File: config.mk
export PLATFORM = sky130hd
export DESIGN_NAME = mem_stage_sram
export DESIGN_NICKNAME = d
export VERILOG_FILES = /design/src/rtl/mem_stage_sram_pkg.sv /design/src/rtl/sram_ctrl.sv /design/src/rtl/mem_stage_sram.sv
export SDC_FILE = /design/constraint.sdc
export NUM_CORES = 1
export LEC_CHECK = 0
export ABC_AREA = 1
export CAP_MARGIN = 20
export CORE_UTILIZATION = 46
export DETAILED_ROUTE_END_ITERATION = 12
export HOLD_SLACK_MARGIN = 0.12
export PLACE_DENSITY_LB_ADDON = 0.08
export SYNTH_ARGS = -nofsm -noshare
export SYNTH_HDL_FRONTEND = slang
export SYNTH_SLANG_ARGS = --single-unit
export TNS_END_PERCENT = 50
File: constraint.sdc
create_clock -name clk -period 4.9 [get_ports clk]
set_clock_uncertainty 0.1 [all_clocks]
set_input_delay 0.735 -clock clk [delete_from_list [all_inputs] [get_ports clk]]
set_output_delay 0.735 -clock clk [all_outputs]
set_load 0.005 [all_outputs]
File: src/rtl/mem_stage_sram_pkg.sv
// Shared constants for the MEM stage: address width, SRAM geometry and
// controller state encodings.
package mem_stage_sram_pkg;

   localparam int ADDRESS_LEN   = 32;
   localparam int MEM_BASE_DFLT = 1024;
   localparam int SRAM_DW_DFLT  = 16;
   localparam int SRAM_AW_DFLT  = 18;

   localparam logic [2:0] S_IDLE  = 3'd0;
   localparam logic [2:0] S_RD_LO = 3'd1;
   localparam logic [2:0] S_RD_HI = 3'd2;
   localparam logic [2:0] S_WR_LO = 3'd3;
   localparam logic [2:0] S_WR_HI = 3'd4;
   localparam logic [2:0] S_DONE  = 3'd5;

endpackage

File: src/rtl/sram_ctrl.sv
// Sequences one 32-bit load/store as two halfword accesses on an async
// SRAM and holds the pipeline off (ready=0) until the word is done.
module sram_ctrl
   import mem_stage_sram_pkg::*;
#(
   parameter int DATA_W      = ADDRESS_LEN,
   parameter int SRAM_DW     = SRAM_DW_DFLT,
   parameter int SRAM_AW     = SRAM_AW_DFLT,
   parameter int WAIT_CYCLES = 1
) (
   input  logic               clk,
   input  logic               rst,
   input  logic               rd_req,
   input  logic               wr_req,
   input  logic [SRAM_AW-2:0] word_addr,
   input  logic [DATA_W-1:0]  wdata,
   output logic [DATA_W-1:0]  rdata,
   output logic               ready,
   output logic [SRAM_AW-1:0] sram_addr,
   output logic [SRAM_DW-1:0] sram_dq_out,
   input  logic [SRAM_DW-1:0] sram_dq_in,
   output logic               sram_dq_oe,
   output logic               sram_we_n,
   output logic               sram_oe_n
);

   // Read phases last WAIT_CYCLES+1 cycles; write phases add a recovery cycle.
   localparam logic [1:0] RD_LAST = 2'(WAIT_CYCLES);
   localparam logic [1:0] WR_LAST = 2'(WAIT_CYCLES + 1);

   logic [2:0]         state;
   logic [1:0]         cnt;
   logic               rd_op;
   logic [SRAM_DW-1:0] lo, hi;
   logic [DATA_W-1:0]  mem_q;

   always_ff @(posedge clk) begin
      if (rst) begin
         state <= S_IDLE;
         cnt   <= '0;
         rd_op <= 1'b0;
         lo    <= '0;
         hi    <= '0;
         mem_q <= '0;
      end else begin
         case (state)
            S_IDLE: begin
               cnt   <= '0;
               rd_op <= rd_req;
               if (rd_req)      state <= S_RD_LO;
               else if (wr_req) state <= S_WR_LO;
            end
            S_RD_LO: begin
               if (cnt == RD_LAST) begin
                  lo    <= sram_dq_in;
                  cnt   <= '0;
                  state <= S_RD_HI;
               end else cnt <= cnt + 2'd1;
            end
            S_RD_HI: begin
               if (cnt == RD_LAST) begin
                  hi    <= sram_dq_in;
                  cnt   <= '0;
                  state <= S_DONE;
               end else cnt <= cnt + 2'd1;
            end
            S_WR_LO: begin
               if (cnt == WR_LAST) begin
                  cnt   <= '0;
                  state <= S_WR_HI;
               end else cnt <= cnt + 2'd1;
            end
            S_WR_HI: begin
               if (cnt == WR_LAST) begin
                  cnt   <= '0;
                  state <= S_DONE;
               end else cnt <= cnt + 2'd1;
            end
            S_DONE: begin
               if (rd_op) mem_q <= {hi, lo};
               state <= S_IDLE;
            end
            default: state <= S_IDLE;
         endcase
      end
   end

   // MEM/WB samples at the DONE edge, so the fresh word is bypassed during DONE.
   assign rdata = (state == S_DONE && rd_op) ? {hi, lo} : mem_q;

   assign ready = (state == S_IDLE && !rd_req && !wr_req) || (state == S_DONE);

   always_comb begin
      sram_addr   = '0;
      sram_dq_out = '0;
      sram_dq_oe  = 1'b0;
      sram_we_n   = 1'b1;
      sram_oe_n   = 1'b1;
      case (state)
         S_RD_LO: begin
            sram_addr = {word_addr, 1'b0};
            sram_oe_n = 1'b0;
         end
         S_RD_HI: begin
            sram_addr = {word_addr, 1'b1};
            sram_oe_n = 1'b0;
         end
         S_WR_LO: begin
            sram_addr   = {word_addr, 1'b0};
            sram_dq_out = wdata[SRAM_DW-1:0];
            sram_dq_oe  = 1'b1;
            sram_we_n   = (cnt == WR_LAST);
         end
         S_WR_HI: begin
            sram_addr   = {word_addr, 1'b1};
            sram_dq_out = wdata[DATA_W-1:SRAM_DW];
            sram_dq_oe  = 1'b1;
            sram_we_n   = (cnt == WR_LAST);
         end
         default: ;
      endcase
   end

endmodule

File: src/rtl/mem_stage_sram.sv
// MEM pipeline stage: forwards writeback control, maps the byte address onto
// SRAM word slots and runs loads/stores through sram_ctrl.
module mem_stage_sram
   import mem_stage_sram_pkg::*;
#(
   parameter int DATA_W      = ADDRESS_LEN,
   parameter int SRAM_DW     = SRAM_DW_DFLT,
   parameter int SRAM_AW     = SRAM_AW_DFLT,
   parameter int MEM_BASE    = MEM_BASE_DFLT,
   parameter int WAIT_CYCLES = 1
) (
   input  logic               clk,
   input  logic               rst,
   input  logic               WB_EN,
   input  logic               MEM_R_EN,
   input  logic               MEM_W_EN,
   input  logic [DATA_W-1:0]  ALU_Res,
   input  logic [DATA_W-1:0]  Val_Rm,
   input  logic [3:0]         Dest,
   output logic               WB_EN_out,
   output logic               MEM_R_EN_out,
   output logic [DATA_W-1:0]  ALU_Res_out,
   output logic [DATA_W-1:0]  Mem_Data,
   output logic [3:0]         Dest_out,
   output logic               ready,
   output logic [SRAM_AW-1:0] sram_addr,
   output logic [SRAM_DW-1:0] sram_dq_out,
   input  logic [SRAM_DW-1:0] sram_dq_in,
   output logic               sram_dq_oe,
   output logic               sram_we_n,
   output logic               sram_oe_n
);

   localparam logic [DATA_W-1:0] BASE = DATA_W'(MEM_BASE);

   logic               borrow;
   logic [SRAM_AW-2:0] word_addr;

   assign WB_EN_out    = WB_EN;
   assign MEM_R_EN_out = MEM_R_EN;
   assign ALU_Res_out  = ALU_Res;
   assign Dest_out     = Dest;

   // Only off[SRAM_AW:2] matters; the borrow out of bits [1:0] keeps it exact
   // without building the full-width subtraction.
   assign borrow    = ALU_Res[1:0] < BASE[1:0];
   assign word_addr = ALU_Res[SRAM_AW:2] - BASE[SRAM_AW:2]
                      - {{(SRAM_AW-2){1'b0}}, borrow};

   sram_ctrl #(
      .DATA_W      (DATA_W),
      .SRAM_DW     (SRAM_DW),
      .SRAM_AW     (SRAM_AW),
      .WAIT_CYCLES (WAIT_CYCLES)
   ) u_ctrl (
      .clk         (clk),
      .rst         (rst),
      .rd_req      (MEM_R_EN),
      .wr_req      (MEM_W_EN),
      .word_addr   (word_addr),
      .wdata       (Val_Rm),
      .rdata       (Mem_Data),
      .ready       (ready),
      .sram_addr   (sram_addr),
      .sram_dq_out (sram_dq_out),
      .sram_dq_in  (sram_dq_in),
      .sram_dq_oe  (sram_dq_oe),
      .sram_we_n   (sram_we_n),
      .sram_oe_n   (sram_oe_n)
   );

endmodule

==> impl_metrics.py <==
metrics = {
    "run_status": {
        "status": "complete, no violations",
    },
    "global_routing": {
        "grt_pass1_wl_um": 18000,
        "antenna_found_initial": 0,
        "overflow": 0,
        "grt_start_max_net_pins": 43,
        "grt_pass1_vias": 4038,
        "grtUsageTotal_pct": 22.6,
    },
    "synth": {
        "yosys.area.top_type_share_pct": 31.9,
        "synth_fa_ha_area_share_pct": 2.28,
        "syn_inst": 642,
        "yosys.area_share.simple_pct": 16.3,
        "synth_compound_area_share_pct": 26.5,
        "synth_top_family_by_area": "compound AO/OA/AOI/OAI gates",
        "syn_area_per_cell_um2": 6.84,
        "ys_ff_latch": 70,
        "netlist_area_mm2": 0.00439,
        "synthMuxAreaShare_pct": 0,
        "yosysTopAreaCell": "dfxtp_1",
        "synth_cell_types": 27,
        "ys_warn_count": 0,
        "synth.area.top_cells": "dfxtp_1, inv_1, a21oi_1",
        "synth_fp_nets": 739,
        "synth_seq_area_share_pct": 31.9,
        "synth_xor_area_share_pct": 0,
    },
    "run": {
        "max_cap_viol_count": 0,
    },
    "clock_tree": {
        "postCtsSetupBuffers": 0,
        "cts_buffer_depth": 2,
        "clock-sinks": 70,
        "cts_root_buffer": "clkbuf_8",
        "cts_hold_buffers": 0,
        "clk_pin_slew_ns": 0.07,
        "cts_inserted_buffers": 9,
        "clock_latency_ns": 0.35,
        "cts_resized": 0,
        "cts_tree": "done",
        "cts_max_level": 3,
    },
    "final_layout": {
        "num-nets-final": 843,
        "diodes": 0,
        "synthToLayoutAreaGrowth_pct": 33.6,
        "drive_above_1_share_pct": 7.87,
    },
    "power": {
        "seqPwrFrac_pct": 33.0,
        "ir_drop_v": 0.000164,
        "power_switching_share_pct": 35.2,
        "intPower_uw": 1330,
        "p_clk_share_pct": 21.8,
        "p_leak_uw": 0.00250,
        "combPwrFrac_pct": 45.2,
        "p_switching_uw": 721,
        "p_per_area_mw_per_mm2": 350,
    },
    "worst_setup_path": {
        "cp_top_family": "buffers and inverters",
        "path_buf_inv": 4,
        "path_max_fanout": 5,
        "cp-start-kind": "primary input",
        "cp_slowest_cell": "clkdlybuf4s50_1",
        "critPathMostFrequentCell": "nand2_1",
        "worstSetupPathType": "primary input to output port",
        "crit_chain": "clkdlybuf4s50_1 -> inv_1 -> ha_1 -> inv_1 -> nand2_1 -> nand2_1 -> nand3_1 -> nand2_1 -> nand2_1 -> nand3_1 -> nand2_1 -> nor2_1 -> clkdlybuf4s50_1",
        "cpPeakStageDelay_ns": 0.53,
        "worstPathArrival_ns": 2.98,
        "worstPathRequired_ns": 4.07,
        "end_kind": "output port",
    },
    "sta": {
        "worst_slack_ns": 1.09,
        "period_share_pct": 77.8,
        "grt_setup_unrepaired": "no",
        "final_max_slew_viol_count": 0,
        "fin_tns_setup_ns": 0,
        "period_needed_ns": 3.81,
        "relSlewSlack_pct": 32.9,
        "hold_slack_ns": 0.385,
        "setup_violations": 0,
        "hold_viol": 0,
        "worst_pin_slew_ns": 1.00,
        "fmax_mhz": 262,
    },
    "route": {
        "routedWlPerCell_um": 12.5,
        "drc": 0,
        "ant_nets": 0,
        "drt_iter0_drc": 134,
        "wl_um": 11000,
        "vias": 4229,
        "routed_via_density": 4.81,
        "dr.pass1.iters": 4,
    },
    "placement": {
        "dpl.hpwl_um": 7990,
        "gp_congestion": 0.918,
        "portBuffers": 156,
        "dp_slack_ns": 1.10,
    },
    "hold_path": {
        "hp-class": "flip-flop to flip-flop",
    },
    "floorplanning": {
        "die_w_um": 99.7,
        "die_h_um": 99.7,
        "io_pins": 197,
        "start_util_pct": 47.5,
        "core_mm2": 0.00924,
        "row_count": 35,
        "die_area_mm2": 0.00994,
    },
}
-- routing by layer --
metal / vias to the layer above / global-route usage [%] / part of all wire, %
met5: - / 0 / 0
met4: 0 / 9.28 / 1.9
met3: 17 / 5.69 / 5.6
met2: 132 / 39.8 / 49
met1: 1884 / 26.0 / 44
li1: 2196 / - / -
-- sequential cells by signal, indices dropped and copies added, names as in the netlist --
register and cells:
u_ctrl.hi 16, u_ctrl.lo 16, u_ctrl.mem_q 32, u_ctrl.state 3
u_ctrl.cnt 2, u_ctrl.rd_op 1
-- synthesized netlist by cell type --
cell type,count
nor2_1,46
nand2_2,1
clkbuf_1,8
nand4_1,2
ha_1,8
nor2_4,1
nand3_2,1
o21ai_1,6
a22o_1,16
buf_4,45
a211oi_1,3
nor2_2,2
a21oi_1,81
buf_2,7
a211oi_2,30
a31oi_1,1
a21boi_0,1
nand2_1,105
inv_1,142
inv_2,6
clkinv_1,1
dfxtp_1,70
nor3_1,6
buf_1,1
buf_6,4
nand3_1,13
o21ai_0,35
-- layout make-up --
type | instances | area (um2)
well taps | 129 | 161
multi-input cells | 358 | 1980
flip-flops and latches | 70 | 1400
fillers | 872 | 3380
clock buffers | 9 | 124
repair buffers | 158 | 1570
inverters | 149 | 559
clock inverters | 6 | 63.8
-- final timing paths --
kind / to / slack, ns / cells after the start / from
max: sram_addr[13] / 1.09 / 13 / ALU_Res[3]
min: u_ctrl.mem_q[30] / 0.38 / 2 / u_ctrl.hi[14]
max reg2reg: u_ctrl.mem_q[10] / 2.67 / 8 / u_ctrl.state[0]
min reg2reg: u_ctrl.mem_q[30] / 0.38 / 2 / u_ctrl.hi[14]
-- power by group through the flow --
stage	Sequential (uW)	Combinational (uW)	Clock (uW)
finish	677	926	447
global route	684	1030	486
CTS	676	931	458
detailed placement	689	922	0
global placement	685	916	0
floorplan	681	523	0
-- cell usage in the layout (no fill, tap or decap), types with 8 or more instances in the layout --
cell type and instances:
inv_1 142, clkdlybuf4s50_1 155, nand2_1 105, nand3_1 13
a211oi_2 30, clkbuf_8 9, ha_1 8, nor2_1 46
a22o_1 16, dfxtp_1 70, o21ai_0 35, a21oi_1 81
-- kinds of logic (layout without fill, tap and decap cells) --
| group | count (synthesis) | in the layout |
|---|---|---|
| AO/OA/AOI/OAI | 173 | 173 |
| adder cells (fa/ha/maj) | 8 | 8 |
| flip-flops | 70 | 70 |
| AND/OR/NAND/NOR | 177 | 177 |
| buffers and inverters | 214 | 322 |
-- worst register-to-register path, stage by stage, from the launching register on --
cell and delay, ns:
dfxtp_1 0.38, inv_2 0.07, nor2_2 0.09, nand2_1 0.12
nor2_4 0.54, inv_2 0.46, nand2_1 0.16, inv_1 0.07
a211oi_2 0.16
-- per-stage QoR --
| stage | area, um2 | std cells | util [%] | total power, uW |
|---|---|---|---|---|
| 2_1_floorplan | 4390 | 642 | - | 1200 |
| 3_3_place_gp | 5680 | 864 | 61.4 | 1600 |
| 3_5_place_dp | 5680 | 864 | 61.4 | 1610 |
| 4_1_cts | 5860 | 879 | 63.5 | 2060 |
| 5_1_grt | 5860 | 879 | 63.5 | 2200 |
| 6_report | 5860 | 879 | 63.5 | 2050 |
(Power assumes the default switching activity.)
